===== config.mk =====
export PLATFORM = sky130hd
export DESIGN_NAME = synch_down_counter
export DESIGN_NICKNAME = d
export VERILOG_FILES = /design/src/rtl/synch_down_counter_pkg.sv /design/src/rtl/synch_down_counter_dff_ar.sv /design/src/rtl/synch_down_counter.sv
export SDC_FILE = /design/constraint.sdc
export NUM_CORES = 1
export LEC_CHECK = 0
export ABC_AREA = 1
export CAP_MARGIN = 15
export CELL_PAD_IN_SITES_DETAIL_PLACEMENT = 0
export CELL_PAD_IN_SITES_GLOBAL_PLACEMENT = 1
export CORE_MARGIN = 2
export CORE_UTILIZATION = 27
export CTS_CLUSTER_DIAMETER = 60
export CTS_CLUSTER_SIZE = 14
export DETAILED_ROUTE_END_ITERATION = 16
export GPL_ROUTABILITY_DRIVEN = 0
export PLACE_DENSITY = 0.8
export SYNTH_ARGS = -nofsm -noshare
export SYNTH_HDL_FRONTEND = slang
export SYNTH_SLANG_ARGS = --single-unit

===== constraint.sdc =====
create_clock -name clk -period 1.3 [get_ports clk]
set_input_delay 0.39 -clock clk [delete_from_list [all_inputs] [get_ports clk]]
set_output_delay 0.39 -clock clk [all_outputs]
set_load 0.01 [all_outputs]

===== src/rtl/synch_down_counter_pkg.sv =====
// Shared constants for the loadable down counter.
// Default width, wrap/one-shot mode encodings, all-ones/zero helpers.
// Values are sized to the widest legal counter and truncated by users.
package synch_down_counter_pkg;

    localparam int DEFAULT_WIDTH = 4;
    localparam int MIN_WIDTH     = 2;
    localparam int MAX_WIDTH     = 16;

    // Encodings for the STOP_AT_ZERO parameter.
    localparam int MODE_WRAP    = 0;
    localparam int MODE_ONESHOT = 1;

    // All-ones pattern for a w-bit counter (the wrap target from zero).
    function automatic logic [MAX_WIDTH-1:0] ones_of(input int w);
        logic [MAX_WIDTH-1:0] v;
        v = '0;
        for (int i = 0; i < MAX_WIDTH; i++) begin
            if (i < w) begin
                v[i] = 1'b1;
            end
        end
        return v;
    endfunction

    // Zero pattern, kept alongside ones_of so both terminal values live here.
    function automatic logic [MAX_WIDTH-1:0] zero_of(input int w);
        logic [MAX_WIDTH-1:0] v;
        v = '0;
        if (w > MAX_WIDTH) begin
            v = '0;
        end
        return v;
    endfunction

endpackage


===== src/rtl/synch_down_counter_dff_ar.sv =====
// 1-bit D flip-flop, asynchronous active-high reset to 0.
// Latency: q follows d one rising edge later; rst clears q immediately.
// No flow control: d is captured on every edge.
module dff_ar (
    input  logic clk,
    input  logic rst,
    input  logic d,
    output logic q
);

    // Capture d each rising edge; reset forces 0 without waiting for a clock.
    always_ff @(posedge clk or posedge rst) begin
        if (rst) begin
            q <= 1'b0;
        end else begin
            q <= d;
        end
    end

endmodule


===== src/rtl/synch_down_counter.sv =====
// Loadable synchronous down counter with registered done/borrow pulses.
// Latency: count/done/borrow update 1 edge after load/en; zero is combinational on count.
// No backpressure: load and en are sampled on every rising edge (rst > load > en > hold).
module synch_down_counter
    import synch_down_counter_pkg::*;
#(
    parameter int WIDTH        = DEFAULT_WIDTH,
    parameter int STOP_AT_ZERO = MODE_WRAP
) (
    input  logic             clk,
    input  logic             rst,
    input  logic             en,
    input  logic             load,
    input  logic [WIDTH-1:0] load_val,
    output logic [WIDTH-1:0] count,
    output logic             zero,
    output logic             done,
    output logic             borrow
);

    localparam logic [WIDTH-1:0] COUNT_ZERO = WIDTH'(zero_of(WIDTH));
    localparam logic [WIDTH-1:0] COUNT_ONE  = WIDTH'(1);
    localparam bit               ONESHOT    = (STOP_AT_ZERO == MODE_ONESHOT);

    logic [WIDTH-1:0] toggle;
    logic [WIDTH-1:0] count_dec;
    logic [WIDTH-1:0] count_next;
    logic             is_zero;
    logic             is_one;
    logic             step;
    logic             done_next;
    logic             borrow_next;

    assign is_zero = (count == COUNT_ZERO);
    assign is_one  = (count == COUNT_ONE);
    assign zero    = is_zero;

    // Toggle terms of the down-count: bit0 always, bit i only when every lower bit is 0.
    always_comb begin
        logic lower_all_zero;
        lower_all_zero = 1'b1;
        toggle         = '0;
        for (int i = 0; i < WIDTH; i++) begin
            toggle[i]      = lower_all_zero;
            lower_all_zero = lower_all_zero & ~count[i];
        end
    end

    // Applying the toggles is count-1 modulo 2^WIDTH; from zero it lands on all ones.
    assign count_dec = count ^ toggle;

    // Next-state selection: load beats en; one-shot mode parks at zero until reloaded.
    always_comb begin
        step        = en & ~(ONESHOT & is_zero);
        count_next  = count;
        done_next   = 1'b0;
        borrow_next = 1'b0;
        if (load) begin
            count_next = load_val;
        end else if (step) begin
            count_next  = count_dec;
            done_next   = is_one;
            borrow_next = is_zero;
        end
    end

    // One reset flop per count bit.
    for (genvar g = 0; g < WIDTH; g++) begin : g_count_bit
        dff_ar u_bit (
            .clk (clk),
            .rst (rst),
            .d   (count_next[g]),
            .q   (count[g])
        );
    end

    // Terminal-event pulses are registered beside count so they line up with the new value.
    dff_ar u_done (
        .clk (clk),
        .rst (rst),
        .d   (done_next),
        .q   (done)
    );

    dff_ar u_borrow (
        .clk (clk),
        .rst (rst),
        .d   (borrow_next),
        .q   (borrow)
    );

endmodule


======== Word-level counts from Yosys, hierarchy flattened ========
Cells that the tools add are included.
word-level totals
  bits in registers ....................... 6
  latch bits .............................. 0
  RAM bits ................................ 0
  bits in read-only memories .............. 0
  input bits .............................. 8
  output and inout port bits .............. 7
  word-level logic and storage cells ...... 21
  memories kept ........................... 0
cells by class
  add/sub/neg operators ................... 0
  $mul .................................... 0
  divide/modulo/power cells ............... 0
  order comparisons ....................... 0
  equality and inequality tests ........... 1
  shifts and indexed selects .............. 0
  multiplexer cells ....................... 6
  bitwise operators ....................... 6
  reductions and logical operators ........ 2
operator list
  kind                count
  $mux 4              2
  $eq 4x1->1 const B  1
  $logic_not 4->1     1
  $mux 1              4
  $xor 4x4->4         1
  $not 1->1           3
  $and 1x1->1         2
  $reduce_bool 2->1   1

======== Depth between registers and ports, before layout ========
  depth in word-level cells ............... 6
  depth in mapped cells ................... 7
  mapped depth without buffers ............ 7

======== Hierarchy ========
Synthesis repeated with hierarchy kept, for this count alone.
unflattened totals
  cell total of the unflattened synthesis .. 48
  area total of the unflattened synthesis .. 342.8 um^2
modules (own cells, without submodules)
  module              times used  cells each  area each (um^2)  sequential area each (um^2)
  dff_ar              6           2           28.8              25.0
  synch_down_counter  1           36          170.2             0.0

======== Worst setup path after synthesis ========
Ideal clock, no wire load.
  path type ............................... flip-flop to output port
  start ................................... register g_count_bit[0].u_bit.q
  end ..................................... output port zero
  arrival time ............................ 0.839 ns
  required time ........................... 0.910 ns
  setup slack ............................. 0.071 ns
  cell stages (with the launch flop) ...... 5
  buffers on the path ..................... 0
  cells stage by stage .................... dfrtp_1 inv_1 ha_1 inv_1 nor2_1
between the ends
  word-level cells in the longest chain between the ends .. 1
ends and longest elaborated chain
  element                 RTL line                         text
  start, declared         synch_down_counter_dff_ar.sv:8   output logic q
  start signal, assigned  synch_down_counter_dff_ar.sv:14  q <= 1'b0;
  start signal, assigned  synch_down_counter_dff_ar.sv:16  q <= d;
  $logic_not 4->1         synch_down_counter.sv:34         assign is_zero = (count == COUNT_ZERO);
  end, declared           synch_down_counter.sv:16         output logic zero,
No other way between the ends.

======== Worst setup path in the final report ========
  start ................................... register g_count_bit[1].u_bit.q
  end ..................................... output port zero
between the ends
  word-level cells in the longest chain between the ends .. 1
ends and longest elaborated chain
  element                 RTL line
  start, declared         synch_down_counter_dff_ar.sv:8
  start signal, assigned  synch_down_counter_dff_ar.sv:14
  start signal, assigned  synch_down_counter_dff_ar.sv:16
  $logic_not 4->1         synch_down_counter.sv:34
No other way between the ends.

==> reports/metrics.yaml <==
clock_tree:
  tritoncts: "done"
  cts_root_buffer: "clkbuf_4"
  cts_hold_buffers: 0
  htreeDepth: 1
  clock_path_buffers: 2
  cts.clk_slew.worst_paths_ns: 0.05
  cts_buffers: 3
  clock_sinks: 6
  insertion_delay_ns: 0.24
logic_synthesis:
  yosysWarningCount: 0
  syn_nets: 60
  synth_seq_cells: 6
  synth_area_sq_um: 375.4
  syn_inst: 49
  synth-seq-area-share: 0.4000
  yosysUniqueCellTypes: 11
  avgSynthCellArea_sq_um: 7.660
critical_path:
  worst_setup_path_end_kind: "primary output"
  path_cells: "inv_2 -> ha_4 -> inv_2 -> nor2_2 -> buf_2"
  cp_max_fo: 2
  timing.rr.start: "g_count_bit[1].u_bit.q"
  cp-startpoint: "g_count_bit[1].u_bit.q"
  path_class: "reg -> out"
  crit_top_cell: "inv_2"
  crit_arrival_ns: 1.10
  worstSetupStartpointType: "register"
  worstPathRequired_ns: 0.91
  critPathMaxStageDelay_ns: 0.38
  crit_slowest_cell: "dfrtp_1"
die:
  io_pins: 15
  rows: 13
  dieArea_sq_um: 1704
  core-area_sq_um: 1301
  start_util: 0.2885
  fp.dieH_microns: 41.29
  die_w_microns: 41.29
sta:
  fin_setup_tns_ns: -0.4305
  max_freq_mhz: 669.0
  slew_headroom: 0.8316
  holdWs_ns: 0.3689
  worst_slack_ns: -0.1947
  finClkSkew_ns: 0.001234
  finalCritPeriodShare: 1.150
  finalCriticalPeriod_ns: 1.495
  setup_viol: 5
  drv_slew: 0
  rsz0062_at_grt: "true"
  tightestPinTransition_ns: 0.2523
  final_hold_viol_count: 0
grt:
  grt_max_degree: 7
  use_met3: 0.04891
  grt.overflow.total: 0
  grt-busiest-layer: "met2"
  antenna_found_initial: 0
  grt_pass1_wl_microns: 1110
  grt_pass1_vias: 286
  grt_util_met2: 0.1602
  grt_use_total: 0.1105
  gr-usage-met1: 0.1299
run:
  drv_cap: 0
drt:
  routed_wire_length_per_instance_microns: 9.000
  postRouteAntennaNets: 0
  drc: 0
  vias: 363
  wl_microns: 810
  vias_per_cell: 4.033
  initialDrtViolationCount: 2
  drtPass1Iterations: 3
layout:
  final_cells: 90
  final-seq-area_sq_um: 150.1
  drive_above_1_share: 0.4000
  utilization: 0.4933
  fillers: 142
  areaGrowthSynthToFinish_pct: 71.00
  nets: 88
  diodes: 0
  fin_area_sq_um: 641.9
  multi_input_area_sq_um: 173.9
power:
  irDropWorstVdd_mv: 0.3498
  powerDensity_nw_per_um2: 992.0
  leakagePower_nw: 0.3512
  p_total_mw: 0.6367
placement:
  dpl_worst_slack_ns: -0.3788
  port_buffers: 14
  dp_cells: 82
  dpl.hpwl_microns: 587.6
  placed_cell_area_sq_um: 564.3
run_status:
  status: "complete, but fails checks"
  failed_checks: "negative setup slack"
hold_path:
  min_path_type: "in -> async"
metal layers:
metal,share of wire,up-vias
met3,0.075,0
met2,0.48,13
met5,0,-
li1,-,192
met1,0.45,158
met4,0,0
cells in the mapped netlist:
| library cell | instances | area, sq um |
|---|---|---|
| and2_1 | 1 | 6.260 |
| buf_4 | 4 | 30.03 |
| dfrtp_1 | 6 | 150.1 |
| inv_1 | 11 | 41.29 |
| a21oi_2 | 1 | 8.760 |
| nor2_2 | 1 | 6.260 |
| nand3_1 | 4 | 20.02 |
| nor2_4 | 1 | 11.26 |
| nor2_1 | 2 | 7.510 |
| ha_1 | 3 | 37.54 |
| nand2_1 | 15 | 56.30 |
critical path: cells and delay by family (launching register included):
family	cells	cell delay (ns)
flops	1	0.38
buf+inv	3	0.25
fa+ha+maj	1	0.14
simple gates	1	0.10
cell type report:
cell class                 count  area share
timing repair buffer          27      0.3665
tap                           15     0.02924
sequential                     6      0.2339
inverter                      11     0.06433
multi-input combinational     28      0.2710
clock buffer                   3     0.03509
what timing repair did:
item,in CTS,in global routing
gates resized for setup,27,8
endpoints found under the setup margin,7,8
buffers inserted,1,4
pin swaps,1,2
cell usage in the layout, fill, tap and decap left out, drive strengths merged:
cell            n
a21oi           1
clkdlybuf4s15   2
and2            1
nand3           4
buf            18
clkdlybuf4s50   7
nand2          15
dfrtp           6
clkbuf          3
ha              3
nor2            4
inv            11
cell families (layout without fill, tap and decap cells):
group / Yosys count / count (layout) / synth area share
buf+inv: 15 / 41 / 0.1900
simple gates: 24 / 24 / 0.2867
fa+ha+maj: 3 / 3 / 0.1000
flops: 6 / 6 / 0.4000
compound gates: 1 / 1 / 0.02334
path summary, 6_finish.rpt:
path	endpoint	slack, ns	cells past startpoint
min in group clk	g_count_bit[0].u_bit.q	0.57	3
setup / recovery	zero	-0.19	5
setup reg to reg	g_count_bit[2].u_bit.q	-0.05	8
hold reg to reg	g_count_bit[0].u_bit.q	0.57	3
max in group asynchronous	g_count_bit[0].u_bit.q	0.73	2
hold / removal	u_borrow.q	0.37	2
where the power goes:
group	total (mW)	switching (mW)	internal (mW)
Clock	0.172	0.0671	0.104
Combinational	0.250	0.105	0.145
Sequential	0.216	0.0107	0.205
flip-flops by register name (all words and copies together), names as in the netlist:
| name | flops |
|---|---|
| g_count_bit.u_bit.q | 4 |
| u_borrow.q | 1 |
| u_done.q | 1 |
Power figures use the tool's default switching activity.
